**src/rtl/uart_rx.sv**
```systemverilog
// uart_rx: 16x oversampling UART receiver, 8N1, valid/ready holding register.
// Define PARITY_EN to receive 8 data bits plus one even-parity bit.
module uart_rx (
    input  logic       clock,
    input  logic       rst,
    input  logic [1:0] baud_rate,
    input  logic       rx,
    input  logic       rx_ready,
    output logic [7:0] rx_data,
    output logic       rx_valid,
    output logic       frame_err,
    output logic       overrun,
    output logic       parity_err,
    output logic       busy
);

    localparam logic [7:0] DIV_2400  = 8'd163;
    localparam logic [7:0] DIV_4800  = 8'd81;
    localparam logic [7:0] DIV_9600  = 8'd41;
    localparam logic [7:0] DIV_19200 = 8'd20;

    typedef enum logic [2:0] {
        IDLE,
        START,
        DATA,
        PARITY,
        STOP,
        BREAK
    } state_t;

    state_t     state;
    logic       rx_meta;
    logic       rxs;
    logic [7:0] div_sel;
    logic [7:0] div_cnt;
    logic [3:0] samp;
    logic [2:0] bit_idx;
    logic [7:0] shift;
    logic       par_bad;
    logic       tick;
    logic       sample;

    function automatic logic [7:0] div_of(input logic [1:0] sel);
        logic [7:0] d;
        case (sel)
            2'b00:   d = DIV_2400;
            2'b01:   d = DIV_4800;
            2'b11:   d = DIV_19200;
            default: d = DIV_9600;
        endcase
        return d;
    endfunction

    assign tick   = (div_cnt == div_sel - 8'd1);
    assign sample = tick && (samp == 4'd7);
    assign busy   = (state != IDLE);

`ifndef PARITY_EN
    assign parity_err = 1'b0;
`endif

    // Two-flop synchronizer; idles high so reset does not look like a start bit
    always_ff @(posedge clock or posedge rst) begin
        if (rst) begin
            rx_meta <= 1'b1;
            rxs     <= 1'b1;
        end else begin
            rx_meta <= rx;
            rxs     <= rx_meta;
        end
    end

    // Frame FSM with tick/sample counters and the output holding register
    always_ff @(posedge clock or posedge rst) begin
        if (rst) begin
            state     <= IDLE;
            div_sel   <= DIV_9600;
            div_cnt   <= '0;
            samp      <= '0;
            bit_idx   <= '0;
            shift     <= '0;
            par_bad   <= 1'b0;
            rx_data   <= '0;
            rx_valid  <= 1'b0;
            frame_err <= 1'b0;
            overrun   <= 1'b0;
`ifdef PARITY_EN
            parity_err <= 1'b0;
`endif
        end else begin
            frame_err <= 1'b0;
            overrun   <= 1'b0;
`ifdef PARITY_EN
            parity_err <= 1'b0;
`endif
            if (rx_valid && rx_ready)
                rx_valid <= 1'b0;

            if (state != IDLE) begin
                if (tick) begin
                    div_cnt <= '0;
                    samp    <= samp + 4'd1;
                end else begin
                    div_cnt <= div_cnt + 8'd1;
                end
            end

            unique case (state)
                IDLE: begin
                    if (!rxs) begin
                        state   <= START;
                        div_cnt <= '0;
                        samp    <= '0;
                        div_sel <= div_of(baud_rate);
                    end
                end
                START: begin
                    if (sample) begin
                        bit_idx <= '0;
                        par_bad <= 1'b0;
                        state   <= rxs ? IDLE : DATA;
                    end
                end
                DATA: begin
                    if (sample) begin
                        shift   <= {rxs, shift[7:1]};
                        bit_idx <= bit_idx + 3'd1;
                        if (bit_idx == 3'd7) begin
`ifdef PARITY_EN
                            state <= PARITY;
`else
                            state <= STOP;
`endif
                        end
                    end
                end
`ifdef PARITY_EN
                PARITY: begin
                    if (sample) begin
                        par_bad    <= (rxs != ^shift);
                        parity_err <= (rxs != ^shift);
                        state      <= STOP;
                    end
                end
`endif
                STOP: begin
                    if (sample) begin
                        if (!rxs) begin
                            frame_err <= 1'b1;
                            state     <= BREAK;
                        end else begin
                            state <= IDLE;
                            if (!par_bad) begin
                                if (!rx_valid || rx_ready) begin
                                    rx_data  <= shift;
                                    rx_valid <= 1'b1;
                                end else begin
                                    overrun <= 1'b1;
                                end
                            end
                        end
                    end
                end
                BREAK: begin
                    if (rxs)
                        state <= IDLE;
                end
                default: state <= IDLE;
            endcase
        end
    end

endmodule
```
**config.mk**
```make
export PLATFORM = sky130hd
export DESIGN_NAME = uart_rx
export DESIGN_NICKNAME = d
export VERILOG_FILES = /design/src/rtl/uart_rx.sv
export SDC_FILE = /design/constraint.sdc
export NUM_CORES = 1
export LEC_CHECK = 0
export ABC_AREA = 1
export BUFFER_PORTS_ARGS = -buffer_cell sky130_fd_sc_hd__buf_2
export CAP_MARGIN = 10
export CORE_ASPECT_RATIO = 2
export CORE_UTILIZATION = 57
export DETAILED_ROUTE_END_ITERATION = 6
export PLACE_DENSITY = 0.76
export SETUP_SLACK_MARGIN = 0.05
export SLEW_MARGIN = 20
export SYNTH_ARGS = -nofsm -noshare
export SYNTH_HDL_FRONTEND = slang
export SYNTH_SLANG_ARGS = --single-unit
```
**constraint.sdc**
```tcl
create_clock -name clock -period 2.8 [get_ports clock]
set_input_delay 0.42 -clock clock [delete_from_list [all_inputs] [get_ports clock]]
set_output_delay 0.42 -clock clock [all_outputs]
set_load 0.01 [all_outputs]
```
==> impl_results.html, run 1 <==
<table>
<tr><th>Metric</th><th>Value</th></tr>
<tr><th colspan="2">Route</th></tr>
<tr><td>Count of vias placed by the detailed router</td><td>2045</td></tr>
<tr><td>Met2 routed WL</td><td>3018 um</td></tr>
<tr><td>Average routed wire per standard cell</td><td>13.61 um</td></tr>
<tr><td>Total detailed-routing wirelength</td><td>5228 um</td></tr>
<tr><td>Routed met1 length</td><td>1967 um</td></tr>
<tr><td>Post-detailed-route DRC marker count</td><td>0</td></tr>
<tr><td>Count of TritonRoute iterations in the first routing pass</td><td>4</td></tr>
<tr><td>Met3 WL post-DR</td><td>107 um</td></tr>
<tr><td>Top layer reached by signal wires</td><td>met4</td></tr>
<tr><td>Iteration-0 DRC Markers</td><td>48</td></tr>
<tr><td>Detailed-route vias per instance</td><td>5.326</td></tr>
<tr><td>Final ANT Viol Nets</td><td>0</td></tr>
<tr><th colspan="2">Synth</th></tr>
<tr><td>Synth warnings</td><td>0</td></tr>
<tr><td>Number of nets produced by synthesis</td><td>321</td></tr>
<tr><td>Synthesized-area fraction occupied by ao, oa, aoi and oai cells</td><td>5.970%</td></tr>
<tr><td>Share of the yosys chip area belonging to registers</td><td>47.61%</td></tr>
<tr><td>Area share of the largest cell type after synthesis</td><td>42.20%</td></tr>
<tr><td>XOR/XNOR Fraction of Synth Area</td><td>2.162%</td></tr>
<tr><td>Synth Register Bits</td><td>46</td></tr>
<tr><td>Simple-gate area share of the yosys netlist</td><td>33.14%</td></tr>
<tr><td>Mapped Avg Cell Area</td><td>7.842 um2</td></tr>
<tr><td>Cell type contributing the most total cell area after synthesis</td><td>sky130_fd_sc_hd__dfrtp_1</td></tr>
<tr><td>Main combinational cell family by area after synthesis</td><td>simple AND/OR/NAND/NOR gates</td></tr>
<tr><td>Count of distinct cell types in the synthesized netlist</td><td>29</td></tr>
<tr><td>Top area cells in the synthesized netlist</td><td>sky130_fd_sc_hd__dfrtp_1, sky130_fd_sc_hd__nand2_1, sky130_fd_sc_hd__nand3_1</td></tr>
<tr><td>Synth Instances</td><td>310</td></tr>
<tr><td>Post-Synth Adder-Cell Area</td><td>2.573%</td></tr>
<tr><td>Multiplexer share of the synthesized area</td><td>0%</td></tr>
<tr><td>Netlist area before placement</td><td>2431 um2</td></tr>
<tr><th colspan="2">Clock tree</th></tr>
<tr><td>Cts repair resizes</td><td>0</td></tr>
<tr><td>Buffer depth of the longest clock path</td><td>2</td></tr>
<tr><td>Clk pin slew, worst setup/hold paths</td><td>0.09 ns</td></tr>
<tr><td>TritonCTS buffer count</td><td>5</td></tr>
<tr><td>Root buffer cell</td><td>sky130_fd_sc_hd__clkbuf_8</td></tr>
<tr><td>Number of hold-repair buffers added at the cts stage</td><td>0</td></tr>
<tr><td>CTS tree</td><td>done</td></tr>
<tr><td>Depth of the CTS H-tree</td><td>2</td></tr>
<tr><td>Number of setup buffers added after CTS</td><td>0</td></tr>
<tr><td>Clock insertion delay at the later pin of the skew report</td><td>0.30 ns</td></tr>
<tr><td>Clock net sink count</td><td>46</td></tr>
<tr><th colspan="2">Global route</th></tr>
<tr><td>First-pass GRT wire length</td><td>8769 um</td></tr>
<tr><td>Via count of the first global-routing pass</td><td>2013</td></tr>
<tr><td>Maximum number of pins on one net before global-route repair</td><td>47</td></tr>
<tr><td>GRT Overall Usage</td><td>27.45%</td></tr>
<tr><td>GRT overflow</td><td>0</td></tr>
<tr><td>Initial antenna violation count</td><td>0</td></tr>
<tr><th colspan="2">Setup path</th></tr>
<tr><td>Endpoint class of the critical path</td><td>flop</td></tr>
<tr><td>Critical path startpoint category</td><td>flop</td></tr>
<tr><td>Data required time at the worst endpoint</td><td>2.99 ns</td></tr>
<tr><td>Endpoint arrival time on the critical path</td><td>2.57 ns</td></tr>
<tr><td>CP max FO</td><td>11</td></tr>
<tr><td>Cell count of the worst reg-to-reg path</td><td>14</td></tr>
<tr><td>CP Class</td><td>flop to flop</td></tr>
<tr><th colspan="2">Floorplan</th></tr>
<tr><td>Height of the die</td><td>94.36 um</td></tr>
<tr><td>Boundary pin count</td><td>19</td></tr>
<tr><td>Placeable core area</td><td>4088 um2</td></tr>
<tr><td>Die ar.</td><td>4546 um2</td></tr>
<tr><td>Chip width</td><td>48.18 um</td></tr>
<tr><td>Initial core utilization</td><td>59.47%</td></tr>
<tr><td>Number of rows created at floorplan</td><td>33</td></tr>
<tr><th colspan="2">Final layout</th></tr>
<tr><td>Fraction of final layout cells sized beyond drive strength 1</td><td>16.87%</td></tr>
<tr><td>Most frequent cells in the layout</td><td>sky130_fd_sc_hd__nand2_1, sky130_fd_sc_hd__inv_1, sky130_fd_sc_hd__dfrtp_1</td></tr>
<tr><td>Layout Nets</td><td>342</td></tr>
<tr><td>Synthesis-to-layout area growth</td><td>9.264%</td></tr>
<tr><td>Number of antenna cells inserted</td><td>0</td></tr>
<tr><td>Leading cell type in the layout, fill and taps excluded</td><td>sky130_fd_sc_hd__nand2_1</td></tr>
<tr><th colspan="2">Place</th></tr>
<tr><td>Total half-perimeter wirelength after legalization and detailed placement</td><td>3914 um</td></tr>
<tr><td>Setup WS pre-CTS</td><td>0.4337 ns</td></tr>
<tr><td>Count of input and output buffers</td><td>17</td></tr>
<tr><td>Routability cong.</td><td>0.8767</td></tr>
<tr><th colspan="2">Pwr</th></tr>
<tr><td>IR Drop Worst-Case VDD</td><td>485.8 uV</td></tr>
<tr><td>Areal power density over the cells</td><td>806.1 nW/um2</td></tr>
<tr><td>Leakage power of the design</td><td>1.476 nW</td></tr>
<tr><td>Total chip power</td><td>0.002141 W</td></tr>
<tr><th colspan="2">Timing</th></tr>
<tr><td>Post-route clock period utilization</td><td>84.88%</td></tr>
<tr><td>Final setup violating endpoints</td><td>0</td></tr>
<tr><td>Unrepaired setup endpoints after global routing</td><td>no</td></tr>
<tr><td>Normalized max-slew margin</td><td>36.56%</td></tr>
<tr><td>Clock skew</td><td>0.01052 ns</td></tr>
<tr><td>Pins Over Slew Limit</td><td>0</td></tr>
<tr><td>Worst hold margin</td><td>0.2143 ns</td></tr>
<tr><td>Slew at the pin with the worst max-slew slack</td><td>0.9502 ns</td></tr>
<tr><td>Sum of negative setup slack</td><td>0 ns</td></tr>
<tr><td>Highest clock rate</td><td>0.4207 GHz</td></tr>
<tr><td>Final worst setup slack</td><td>0.4232 ns</td></tr>
<tr><td>Final Hold Fails</td><td>0</td></tr>
<tr><td>Minimum clock period after layout</td><td>2.377 ns</td></tr>
<tr><th colspan="2">Min path</th></tr>
<tr><td>Worst min path class</td><td>input port to flop</td></tr>
<tr><td>Depth of the worst hold-timing path</td><td>1</td></tr>
<tr><th colspan="2">Job</th></tr>
<tr><td>Max-Cap Viols</td><td>0</td></tr>
<tr><th colspan="2">Outcome</th></tr>
<tr><td>Outcome</td><td>completed</td></tr>
</table>
[area by class of cell]
class	instances	area, um2
Fill cell	364	1431
Inverter	47	176.4
Sequential cell	46	1157
Multi-Input combinational cell	213	1070
Timing Repair Buffer	18	92.59
Clock buffer	6	82.58
Tap cell	52	65.06
Clock inverter	2	12.51
[cell usage after synthesis]
master,number
sky130_fd_sc_hd__nand2_1,97
sky130_fd_sc_hd__inv_1,44
sky130_fd_sc_hd__dfrtp_1,41
sky130_fd_sc_hd__nand3_1,34
sky130_fd_sc_hd__nor2_1,18
sky130_fd_sc_hd__o21ai_0,10
sky130_fd_sc_hd__nand2_2,8
sky130_fd_sc_hd__o21ai_1,7
sky130_fd_sc_hd__dfstp_2,5
sky130_fd_sc_hd__ha_1,5
sky130_fd_sc_hd__nor3_1,5
sky130_fd_sc_hd__nand4_1,4
sky130_fd_sc_hd__nor2_2,4
sky130_fd_sc_hd__o21ai_2,4
sky130_fd_sc_hd__xor2_1,4
sky130_fd_sc_hd__inv_2,3
sky130_fd_sc_hd__nor2_4,3
sky130_fd_sc_hd__o22ai_1,2
sky130_fd_sc_hd__xnor2_1,2
sky130_fd_sc_hd__a21oi_1,1
sky130_fd_sc_hd__a22oi_1,1
sky130_fd_sc_hd__buf_2,1
sky130_fd_sc_hd__buf_4,1
sky130_fd_sc_hd__buf_6,1
sky130_fd_sc_hd__clkbuf_1,1
sky130_fd_sc_hd__conb_1,1
sky130_fd_sc_hd__nand3_4,1
sky130_fd_sc_hd__nand3b_1,1
sky130_fd_sc_hd__nor2_8,1
[layer usage]
layer / vias up / GRT usage [%]
li1: 1009 / -
met1: 992 / 28.13
met2: 31 / 48.67
met3: 13 / 5.927
met4: 0 / 12.50
met5: - / 0
[registers in the layout, indices dropped and copies added, names as in the netlist, 3 cells and up]
name	flops
bit_idx	3
div_cnt	8
div_sel	7
rx_data	8
samp	4
shift	8
state	3
[stage by stage]
stage,utilization [%],instance area [um2],cells
floorplan,-,2431,310
finish,64.98,2656,384
global placement,62.66,2561,376
CTS,64.98,2656,384
detailed placement,62.66,2561,376
global route,64.98,2656,384
[worst max-delay path, cell delays in order (launching register included)]
cell                      delay, ns
sky130_fd_sc_hd__dfstp_2       0.58
sky130_fd_sc_hd__inv_1         0.08
sky130_fd_sc_hd__ha_1          0.27
sky130_fd_sc_hd__inv_1         0.09
sky130_fd_sc_hd__nand2_1       0.05
sky130_fd_sc_hd__nand3_1       0.08
sky130_fd_sc_hd__nand2_1       0.05
sky130_fd_sc_hd__inv_1         0.04
sky130_fd_sc_hd__nand3_1       0.09
sky130_fd_sc_hd__nor2_4        0.14
sky130_fd_sc_hd__nand3_4       0.14
sky130_fd_sc_hd__nor2_4        0.35
sky130_fd_sc_hd__inv_2         0.15
sky130_fd_sc_hd__nand2_1       0.08
sky130_fd_sc_hd__o21ai_1       0.06
[logic make-up after synthesis]
family,Yosys count
XOR/XNOR,6
AO/OA/AOI/OAI,25
AND/OR/NAND/NOR,176
flip-flops,46
other,1
buffers and inverters,51
adder cells (fa/ha/maj),5
[worst paths after layout]
path                              end  startpoint  slack [ns]
setup / recovery             shift[6]  div_sel[0]        0.42
hold reg to reg                   rxs     rx_meta        0.36
setup reg to reg             shift[6]  div_sel[0]        0.42
min in group asynchronous  div_cnt[6]         rst        0.32
max in group asynchronous    state[0]         rst        1.88
hold / removal                rx_meta          rx        0.21
[where the power goes]
| part | switching [W] | internal (W) | total, W |
|---|---|---|---|
| combinational | 0.000544 | 0.000272 | 0.000815 |
| clock | 0.000231 | 0.000199 | 0.000430 |
| sequential | 0.000119 | 0.000777 | 0.000896 |
No activity file was read; power rests on OpenSTA's default activity.
==> run 2: changes to the inputs <==
==> constraint.sdc (replaced) <==
create_clock -name clock -period 2.2 [get_ports clock]
set_input_delay 0.33 -clock clock [delete_from_list [all_inputs] [get_ports clock]]
set_output_delay 0.33 -clock clock [all_outputs]
set_load 0.01 [all_outputs]
==> impl_results.html, run 2 (synthesized netlist as in run 1, its figures left out) <==
<table>
<tr><th>Metric</th><th>Value</th></tr>
<tr><th colspan="2">Outcome</th></tr>
<tr><td>Outcome</td><td>completed</td></tr>
<tr><th colspan="2">Floorplan</th></tr>
<tr><td>Placeable core area</td><td>4088 um2 (unchanged)</td></tr>
<tr><td>Height of the die</td><td>94.36 um (unchanged)</td></tr>
<tr><td>Die ar.</td><td>4546 um2 (unchanged)</td></tr>
<tr><td>Initial core utilization</td><td>59.47% (unchanged)</td></tr>
<tr><td>Boundary pin count</td><td>19 (unchanged)</td></tr>
<tr><td>Number of rows created at floorplan</td><td>33 (unchanged)</td></tr>
<tr><td>Chip width</td><td>48.18 um (unchanged)</td></tr>
<tr><th colspan="2">Pwr</th></tr>
<tr><td>Proportion of power drawn by flip-flops and latches</td><td>38.0% (-3.9 points)</td></tr>
<tr><td>Switching part of the total power</td><td>41.31% (-0.44 points)</td></tr>
<tr><td>Areal power density over the cells</td><td>1043 nW/um2 (+29%)</td></tr>
<tr><td>Total chip power</td><td>0.003027 W (+41%)</td></tr>
<tr><td>Cell-internal power</td><td>0.001776 W (+42%)</td></tr>
<tr><td>IR Drop Worst-Case VDD</td><td>733.5 uV (+51%)</td></tr>
<tr><td>Clock network fraction of design power</td><td>21.4% (+1.3 points)</td></tr>
<tr><td>Switching power of the nets</td><td>0.001250 W (+40%)</td></tr>
<tr><td>Leakage power of the design</td><td>1.589 nW (+7.6%)</td></tr>
<tr><td>Comb power frac</td><td>40.6% (+2.5 points)</td></tr>
<tr><th colspan="2">Route</th></tr>
<tr><td>Total detailed-routing wirelength</td><td>5955 um (+14%)</td></tr>
<tr><td>Final ANT Viol Nets</td><td>0 (unchanged)</td></tr>
<tr><td>Detailed-route vias per instance</td><td>5.369 (+0.82%)</td></tr>
<tr><td>Count of vias placed by the detailed router</td><td>2153 (+5.3%)</td></tr>
<tr><td>Average routed wire per standard cell</td><td>14.85 um (+9.1%)</td></tr>
<tr><td>Count of TritonRoute iterations in the first routing pass</td><td>5 (+1)</td></tr>
<tr><td>Iteration-0 DRC Markers</td><td>73 (+52%)</td></tr>
<tr><td>Post-detailed-route DRC marker count</td><td>0 (unchanged)</td></tr>
<tr><th colspan="2">Final layout</th></tr>
<tr><td>Number of antenna cells inserted</td><td>0 (unchanged)</td></tr>
<tr><td>Leading cell type in the layout, fill and taps excluded</td><td>sky130_fd_sc_hd__nand2_1</td></tr>
<tr><td>Most frequent cells in the layout</td><td>sky130_fd_sc_hd__nand2_1, sky130_fd_sc_hd__dfrtp_1, sky130_fd_sc_hd__inv_1</td></tr>
<tr><td>Synthesis-to-layout area growth</td><td>19.40%</td></tr>
<tr><td>Fraction of final layout cells sized beyond drive strength 1</td><td>24.64% (+7.8 points)</td></tr>
<tr><td>Post-layout util</td><td>71.01% (+6.0 points)</td></tr>
<tr><td>Count of fill cells added during filler insertion</td><td>333 (-8.5%)</td></tr>
<tr><td>Largest registers</td><td>div_cnt: 8 flops, rx_data: 8 flops, shift: 8 flops</td></tr>
<tr><td>Layout Nets</td><td>359 (+5.0%)</td></tr>
<tr><th colspan="2">Timing</th></tr>
<tr><td>Unrepaired setup endpoints after global routing</td><td>yes</td></tr>
<tr><td>Final worst setup slack</td><td>0.04699 ns (-0.3763 ns)</td></tr>
<tr><td>Post-route clock period utilization</td><td>97.86% (+13 points)</td></tr>
<tr><td>Minimum clock period after layout</td><td>2.153 ns (-0.2237 ns)</td></tr>
<tr><td>Final setup violating endpoints</td><td>0 (unchanged)</td></tr>
<tr><td>Pins Over Slew Limit</td><td>0 (unchanged)</td></tr>
<tr><td>Highest clock rate</td><td>0.4645 GHz (+10%)</td></tr>
<tr><td>Normalized max-slew margin</td><td>43.22% (+6.7 points)</td></tr>
<tr><td>Slew at the pin with the worst max-slew slack</td><td>0.8505 ns (-0.09969 ns)</td></tr>
<tr><td>Clock skew</td><td>0.009387 ns (-0.001131 ns)</td></tr>
<tr><td>Final Hold Fails</td><td>0 (unchanged)</td></tr>
<tr><th colspan="2">Setup path</th></tr>
<tr><td>Endpoint arrival time on the critical path</td><td>2.36 ns (-0.21 ns)</td></tr>
<tr><td>Worst reg2reg path startpoint</td><td>div_sel[0]</td></tr>
<tr><td>Critical path startpoint category</td><td>flop</td></tr>
<tr><td>R2R Setup Slk</td><td>0.05 ns (-0.38 ns)</td></tr>
<tr><td>Cell count of the worst reg-to-reg path</td><td>11 (-3)</td></tr>
<tr><td>CP max FO</td><td>4 (-7)</td></tr>
<tr><td>Data required time at the worst endpoint</td><td>2.40 ns (-0.59 ns)</td></tr>
<tr><td>Reg-to-reg critical path endpoint</td><td>overrun</td></tr>
<tr><td>CP Class</td><td>flop to flop</td></tr>
<tr><td>Endpoint class of the critical path</td><td>flop</td></tr>
<tr><th colspan="2">Global route</th></tr>
<tr><td>Maximum number of pins on one net before global-route repair</td><td>42 (-11%)</td></tr>
<tr><td>First-pass GRT wire length</td><td>8452 um (-3.6%)</td></tr>
<tr><td>Initial antenna violation count</td><td>0 (unchanged)</td></tr>
<tr><td>GRT overflow</td><td>0 (unchanged)</td></tr>
<tr><td>GRT Overall Usage</td><td>26.56% (-0.89 points)</td></tr>
<tr><td>Via count of the first global-routing pass</td><td>2037 (+1.2%)</td></tr>
<tr><th colspan="2">Min path</th></tr>
<tr><td>Hold Path Sink</td><td>rx_meta</td></tr>
<tr><td>Worst min path class</td><td>input port to flop</td></tr>
<tr><td>Start point of the worst min-delay path</td><td>rx</td></tr>
<tr><td>Depth of the worst hold-timing path</td><td>1 (unchanged)</td></tr>
<tr><th colspan="2">Clock tree</th></tr>
<tr><td>Buffer depth of the longest clock path</td><td>2 (unchanged)</td></tr>
<tr><td>Clock insertion delay at the later pin of the skew report</td><td>0.31 ns (about the same)</td></tr>
<tr><td>Clock net sink count</td><td>46 (unchanged)</td></tr>
<tr><td>Number of hold-repair buffers added at the cts stage</td><td>0 (unchanged)</td></tr>
<tr><td>Root buffer cell</td><td>sky130_fd_sc_hd__clkbuf_8</td></tr>
<tr><td>Depth of the CTS H-tree</td><td>2 (unchanged)</td></tr>
<tr><td>TritonCTS buffer count</td><td>5 (unchanged)</td></tr>
<tr><td>Clk pin slew, worst setup/hold paths</td><td>0.10 ns (about the same)</td></tr>
<tr><td>CTS tree</td><td>done</td></tr>
<tr><th colspan="2">Place</th></tr>
<tr><td>Total half-perimeter wirelength after legalization and detailed placement</td><td>3881 um (-0.83%)</td></tr>
<tr><td>Routability cong.</td><td>0.9072 (+3.5%)</td></tr>
<tr><td>Count of input and output buffers</td><td>17 (unchanged)</td></tr>
<tr><td>Setup WS pre-CTS</td><td>0.03608 ns (-0.3976 ns)</td></tr>
<tr><th colspan="2">Job</th></tr>
<tr><td>Max-Cap Viols</td><td>0 (unchanged)</td></tr>
</table>
-- run 2: cell count changes in the layout (fill, tap and decap cells not counted), moves of 2 or more --
cell | before | now
sky130_fd_sc_hd__nand2_2 | 8 | 11
sky130_fd_sc_hd__nand3_1 | 34 | 32
sky130_fd_sc_hd__inv_2 | 4 | 6
sky130_fd_sc_hd__inv_4 | 0 | 2
sky130_fd_sc_hd__buf_12 | 0 | 2
sky130_fd_sc_hd__inv_1 | 43 | 39
sky130_fd_sc_hd__nand3_2 | 0 | 2
sky130_fd_sc_hd__buf_4 | 1 | 13
sky130_fd_sc_hd__nand2_1 | 97 | 93
-- run 2: area by class of cell --
type	count	area [um2]	share of cell area (%)
Sequential cell	46	1157	39.87
Multi-Input combinational cell	213	1119	38.53
Timing Repair Buffer	34	259.0	8.922
Inverter	47	183.9	6.336
Clock buffer	5	68.82	2.371
Tap cell	52	65.06	2.241
Clock inverter	3	43.79	1.509
Timing Repair inverter	1	6.256	0.2155
-- run 2: power groups by stage --
stage                     Combinational, W  Clock (W)  Sequential (W)
final                              0.00123   0.000647         0.00115
after global routing               0.00139   0.000680         0.00117
after CTS                          0.00106   0.000656         0.00114
after detailed placement           0.00105          0         0.00116
after global placement             0.00103          0         0.00116
after floorplan                   0.000822          0         0.00111
-- run 2: worst max-delay path by stage --
stage | startpoint | endpoint | slack, ns
3_5_place_dp | div_sel[0] | rx_data[4] | 0.04
6_report | div_sel[0] | overrun | 0.05
5_1_grt | div_sel[0] | overrun | -0.07
4_1_cts | div_sel[0] | div_cnt[3] | 0.07
2_1_floorplan | div_sel[0] | rx_data[0] | 0.23
3_3_place_gp | div_sel[0] | div_cnt[2] | 0.1
-- run 2: what timing repair did --
action,4_1_cts,5_1_grt
resized for setup,1,19
endpoints found under the setup margin,11,30
pin swaps,1,11
buffers inserted,1,10
gates cloned,0,2
-- run 2: critical path, cell delays in order (launching register included) --
cell,delay [ns]
sky130_fd_sc_hd__dfstp_2,0.59
sky130_fd_sc_hd__inv_4,0.05
sky130_fd_sc_hd__ha_4,0.21
sky130_fd_sc_hd__xnor2_2,0.12
sky130_fd_sc_hd__nor2_1,0.14
sky130_fd_sc_hd__nand3_2,0.10
sky130_fd_sc_hd__nor2_4,0.14
sky130_fd_sc_hd__nand3_4,0.11
sky130_fd_sc_hd__buf_12,0.16
sky130_fd_sc_hd__buf_4,0.12
sky130_fd_sc_hd__buf_4,0.12
sky130_fd_sc_hd__nor3_1,0.19
-- run 2: per-stage QoR --
| step | cell area [um2] | TNS, ns | std cells | hold WS, ns |
|---|---|---|---|---|
| after floorplan | 2431 | 0 | 310 | 0.3345 |
| after global placement | 2604 | 0 | 380 | 0.3462 |
| after detailed placement | 2604 | 0 | 380 | 0.3485 |
| after CTS | 2726 | 0 | 389 | 0.1136 |
| after global routing | 2903 | -0.7733 | 401 | 0.1094 |
| final | 2903 | 0 | 401 | 0.1158 |
-- run 2: layer usage --
layer  vias to the layer above  global-route usage (%)  routed length, um
met5                         -                       0                  0
met4                         0                   15.74                312
met3                        27                   2.868                184
met2                        69                   47.89               3463
met1                      1016                   26.19               1995
li1                       1041                       -                  -
==> run 3: changes to the inputs <==
--- a/config.mk
+++ b/config.mk
@@ -5,13 +5,13 @@
 export SDC_FILE = /design/constraint.sdc
 export NUM_CORES = 1
 export LEC_CHECK = 0
-export ABC_AREA = 1
 export BUFFER_PORTS_ARGS = -buffer_cell sky130_fd_sc_hd__buf_2
 export CAP_MARGIN = 10
 export CORE_ASPECT_RATIO = 2
+export CORE_MARGIN = 3
 export CORE_UTILIZATION = 57
 export DETAILED_ROUTE_END_ITERATION = 6
-export PLACE_DENSITY = 0.76
+export PLACE_DENSITY = 0.77
 export SETUP_SLACK_MARGIN = 0.05
 export SLEW_MARGIN = 20
 export SYNTH_ARGS = -nofsm -noshare
==> impl_results.html, run 3 <==
<table>
<tr><th>Metric</th><th>Value</th></tr>
<tr><th colspan="2">Floorplan</th></tr>
<tr><td>Die ar.</td><td>4893 um2 (+7.6%)</td></tr>
<tr><td>Initial core utilization</td><td>59.41% (-0.066 points)</td></tr>
<tr><td>Boundary pin count</td><td>19 (unchanged)</td></tr>
<tr><td>Placeable core area</td><td>3884 um2 (-5.0%)</td></tr>
<tr><td>Number of rows created at floorplan</td><td>32 (-3.0%)</td></tr>
<tr><td>Chip width</td><td>50.99 um (+5.8%)</td></tr>
<tr><td>Height of the die</td><td>95.98 um (+1.7%)</td></tr>
<tr><th colspan="2">Clock tree</th></tr>
<tr><td>Buffer depth of the longest clock path</td><td>2 (unchanged)</td></tr>
<tr><td>Clock net sink count</td><td>46 (unchanged)</td></tr>
<tr><td>Clock insertion delay at the later pin of the skew report</td><td>0.30 ns (about the same)</td></tr>
<tr><td>Clk pin slew, worst setup/hold paths</td><td>0.08 ns (-0.02 ns)</td></tr>
<tr><td>Root buffer cell</td><td>sky130_fd_sc_hd__clkbuf_8</td></tr>
<tr><td>TritonCTS buffer count</td><td>5 (unchanged)</td></tr>
<tr><td>CTS tree</td><td>done</td></tr>
<tr><td>Depth of the CTS H-tree</td><td>2 (unchanged)</td></tr>
<tr><th colspan="2">Final layout</th></tr>
<tr><td>Number of antenna cells inserted</td><td>0 (unchanged)</td></tr>
<tr><td>Most frequent cells in the layout</td><td>sky130_fd_sc_hd__dfrtp_1, sky130_fd_sc_hd__buf_4, sky130_fd_sc_hd__nand2_1</td></tr>
<tr><td>Post-layout util</td><td>80.25% (+9.2 points)</td></tr>
<tr><td>Largest registers</td><td>div_cnt: 8 flops, rx_data: 8 flops, shift: 8 flops</td></tr>
<tr><td>Layout Nets</td><td>277 (-23%)</td></tr>
<tr><td>Total non-filler cell area in the finished layout</td><td>3117 um2 (+7.4%)</td></tr>
<tr><td>Synthesis-to-layout area growth</td><td>35.09%</td></tr>
<tr><td>Leading cell type in the layout, fill and taps excluded</td><td>sky130_fd_sc_hd__dfrtp_1</td></tr>
<tr><td>Fraction of final layout cells sized beyond drive strength 1</td><td>47.94% (+23 points)</td></tr>
<tr><th colspan="2">Route</th></tr>
<tr><td>Iteration-0 DRC Markers</td><td>36 (-51%)</td></tr>
<tr><td>Post-detailed-route DRC marker count</td><td>0 (unchanged)</td></tr>
<tr><td>Count of TritonRoute iterations in the first routing pass</td><td>6 (+1)</td></tr>
<tr><td>Detailed-route vias per instance</td><td>5.758 (+7.2%)</td></tr>
<tr><td>Total detailed-routing wirelength</td><td>5915 um (-0.67%)</td></tr>
<tr><td>Final ANT Viol Nets</td><td>0 (unchanged)</td></tr>
<tr><td>Count of vias placed by the detailed router</td><td>1831 (-15%)</td></tr>
<tr><td>Average routed wire per standard cell</td><td>18.60 um (+25%)</td></tr>
<tr><th colspan="2">Pwr</th></tr>
<tr><td>Areal power density over the cells</td><td>773.5 nW/um2 (-26%)</td></tr>
<tr><td>IR Drop Worst-Case VDD</td><td>644.4 uV (-12%)</td></tr>
<tr><td>Leakage power of the design</td><td>1.486 nW (-6.5%)</td></tr>
<tr><th colspan="2">Synth</th></tr>
<tr><td>Mapped Avg Cell Area</td><td>11.20 um2 (+43%)</td></tr>
<tr><td>Flip-flop cell with the highest count after synthesis</td><td>sky130_fd_sc_hd__dfrtp_1</td></tr>
<tr><td>Count of flip-flops with a built-in enable after synthesis</td><td>0 (unchanged)</td></tr>
<tr><td>Share of the yosys chip area belonging to registers</td><td>50.16% (+2.6 points)</td></tr>
<tr><td>Number of nets produced by synthesis</td><td>217 (-32%)</td></tr>
<tr><td>Synth Register Bits</td><td>46 (unchanged)</td></tr>
<tr><td>Top area cells in the synthesized netlist</td><td>sky130_fd_sc_hd__dfrtp_1, sky130_fd_sc_hd__dfstp_2, sky130_fd_sc_hd__mux2_4</td></tr>
<tr><td>Top cells by instance count after synthesis</td><td>sky130_fd_sc_hd__dfrtp_1, sky130_fd_sc_hd__nand2_1, sky130_fd_sc_hd__nor2_1</td></tr>
<tr><td>Fraction of registers with async set/reset</td><td>100.0% (unchanged)</td></tr>
<tr><td>Area share of the largest cell type after synthesis</td><td>44.47% (+2.3 points)</td></tr>
<tr><td>Netlist area before placement</td><td>2307 um2 (-5.1%)</td></tr>
<tr><td>Cell type contributing the most total cell area after synthesis</td><td>sky130_fd_sc_hd__dfrtp_1</td></tr>
<tr><td>Synth warnings</td><td>0 (unchanged)</td></tr>
<tr><td>Leading cell type by number of instances after synthesis</td><td>sky130_fd_sc_hd__dfrtp_1</td></tr>
<tr><td>Count of distinct cell types in the synthesized netlist</td><td>45 (+55%)</td></tr>
<tr><td>Synth Instances</td><td>206 (-34%)</td></tr>
<tr><th colspan="2">Setup path</th></tr>
<tr><td>Worst reg2reg path startpoint</td><td>div_sel[0]</td></tr>
<tr><td>Endpoint class of the critical path</td><td>flop</td></tr>
<tr><td>Startpoint of the worst setup timing path</td><td>div_sel[0]</td></tr>
<tr><td>Worst Setup EP</td><td>shift[7]</td></tr>
<tr><td>R2R Setup Slk</td><td>-0.68 ns (-0.73 ns)</td></tr>
<tr><td>Cell count of the worst reg-to-reg path</td><td>9 (-2)</td></tr>
<tr><td>Endpoint arrival time on the critical path</td><td>3.07 ns (+0.71 ns)</td></tr>
<tr><td>CP Class</td><td>flop to flop</td></tr>
<tr><td>CP max FO</td><td>8 (+4)</td></tr>
<tr><td>Data required time at the worst endpoint</td><td>2.39 ns (about the same)</td></tr>
<tr><td>Reg-to-reg critical path endpoint</td><td>shift[7]</td></tr>
<tr><td>Critical path startpoint category</td><td>flop</td></tr>
<tr><th colspan="2">Timing</th></tr>
<tr><td>Final worst setup slack</td><td>-0.6846 ns (-0.7316 ns)</td></tr>
<tr><td>Final Hold Fails</td><td>0 (unchanged)</td></tr>
<tr><td>Minimum clock period after layout</td><td>2.885 ns (+0.7316 ns)</td></tr>
<tr><td>Normalized max-slew margin</td><td>60.73% (+18 points)</td></tr>
<tr><td>Highest clock rate</td><td>0.3467 GHz (-25%)</td></tr>
<tr><td>Final setup violating endpoints</td><td>33 (+33)</td></tr>
<tr><td>Slew at the pin with the worst max-slew slack</td><td>0.5858 ns (-0.2647 ns)</td></tr>
<tr><td>Post-route clock period utilization</td><td>131.1% (+33 points)</td></tr>
<tr><td>Worst hold margin</td><td>0.05293 ns (-0.06288 ns)</td></tr>
<tr><td>Clock skew</td><td>0.008339 ns (-0.001048 ns)</td></tr>
<tr><td>Pins Over Slew Limit</td><td>0 (unchanged)</td></tr>
<tr><td>Unrepaired setup endpoints after global routing</td><td>yes</td></tr>
<tr><th colspan="2">Global route</th></tr>
<tr><td>GRT Overall Usage</td><td>24.17% (-2.4 points)</td></tr>
<tr><td>GRT overflow</td><td>0 (unchanged)</td></tr>
<tr><td>First-pass GRT wire length</td><td>8728 um (+3.3%)</td></tr>
<tr><td>Initial antenna violation count</td><td>0 (unchanged)</td></tr>
<tr><td>Via count of the first global-routing pass</td><td>1914 (-6.0%)</td></tr>
<tr><td>Maximum number of pins on one net before global-route repair</td><td>47 (+12%)</td></tr>
<tr><th colspan="2">Place</th></tr>
<tr><td>Count of input and output buffers</td><td>17 (unchanged)</td></tr>
<tr><td>Setup WS pre-CTS</td><td>-0.5903 ns (-0.6264 ns)</td></tr>
<tr><td>Total placed instance area</td><td>2738 um2 (+5.1%)</td></tr>
<tr><td>Routability cong.</td><td>0.8837 (-2.6%)</td></tr>
<tr><td>Total half-perimeter wirelength after legalization and detailed placement</td><td>3713 um (-4.3%)</td></tr>
<tr><th colspan="2">Min path</th></tr>
<tr><td>Worst min path class</td><td>input port to async pin</td></tr>
<tr><th colspan="2">Job</th></tr>
<tr><td>Max-Cap Viols</td><td>0 (unchanged)</td></tr>
<tr><th colspan="2">Outcome</th></tr>
<tr><td>Failing checks</td><td>negative setup slack</td></tr>
<tr><td>Outcome</td><td>complete, but fails checks</td></tr>
</table>
run 3: logic make-up (layout without fill, tap and decap cells):
family | after synthesis | in the layout | share of synthesized area, %
AND/OR/NAND/NOR | 77 | 77 | 18.87
flip-flops | 46 | 46 | 50.16
AO/OA/AOI/OAI | 24 | 24 | 7.213
multiplexers | 21 | 21 | 11.28
XOR/XNOR | 18 | 18 | 6.833
buffers and inverters | 14 | 75 | 2.766
adder cells (fa/ha/maj) | 5 | 5 | 2.711
other | 1 | 1 | 0.1625
run 3: what timing repair did:
action	in CTS	in global routing
resized for setup	21	30
setup buffers	3	8
hold buffers	0	0
pin swaps	8	13
endpoints found under the setup margin	34	37
run 3: worst min-delay path by stage:
stage	end	slack, ns	cells after the start
finish	overrun	0.05	3
global route	rx_data[7]	0.07	3
CTS	samp[3]	0.06	3
detailed placement	rxs	0.35	0
global placement	rxs	0.35	0
floorplan	rx_meta	0.33	0
run 3: layout make-up:
class                           count  area, um2
Clock buffer                        6      82.58
Clock inverter                      2      12.51
Fill cell                         241      767.0
Inverter                            7      26.28
Multi-Input combinational cell    146       1318
Sequential cell                    46       1159
Tap cell                           51      63.81
Timing Repair Buffer               60      455.4
run 3: per-layer routing:
| metal | track usage, % | share of wire [%] | wire [um] | vias up |
|---|---|---|---|---|
| met2 | 45.69 | 58 | 3414 | 49 |
| met4 | 14.38 | 5.5 | 325 | 0 |
| met1 | 23.45 | 34 | 2016 | 918 |
| met5 | 0 | 0 | 0 | - |
| met3 | 4.186 | 2.7 | 159 | 24 |
| li1 | - | - | - | 840 |
run 3: through the flow:
step	total power, W	TNS [ns]	instances
detailed placement	0.001627	-12.59	302
CTS	0.002196	-10.32	313
global route	0.002528	-17.42	318
finish	0.002411	-15.56	318
floorplan	0.001356	-8.921	206
global placement	0.001610	-10.93	302
run 3: report_power, final:
group          leakage [nW]  switching [W]  internal, W
sequential            0.599      0.0000966     0.000936
clock                0.0472       0.000283     0.000253
combinational         0.840       0.000408     0.000435
run 3: worst max-delay path, stage by stage, from the launching register on:
cell and delay [ns]:
sky130_fd_sc_hd__dfstp_2 0.54, sky130_fd_sc_hd__inv_2 0.05, sky130_fd_sc_hd__ha_4 0.18, sky130_fd_sc_hd__xor2_4 0.16
sky130_fd_sc_hd__xnor2_2 0.25, sky130_fd_sc_hd__o2111ai_2 0.18, sky130_fd_sc_hd__or4b_4 0.60, sky130_fd_sc_hd__or3_4 0.36
sky130_fd_sc_hd__buf_8 0.16, sky130_fd_sc_hd__mux2_4 0.29
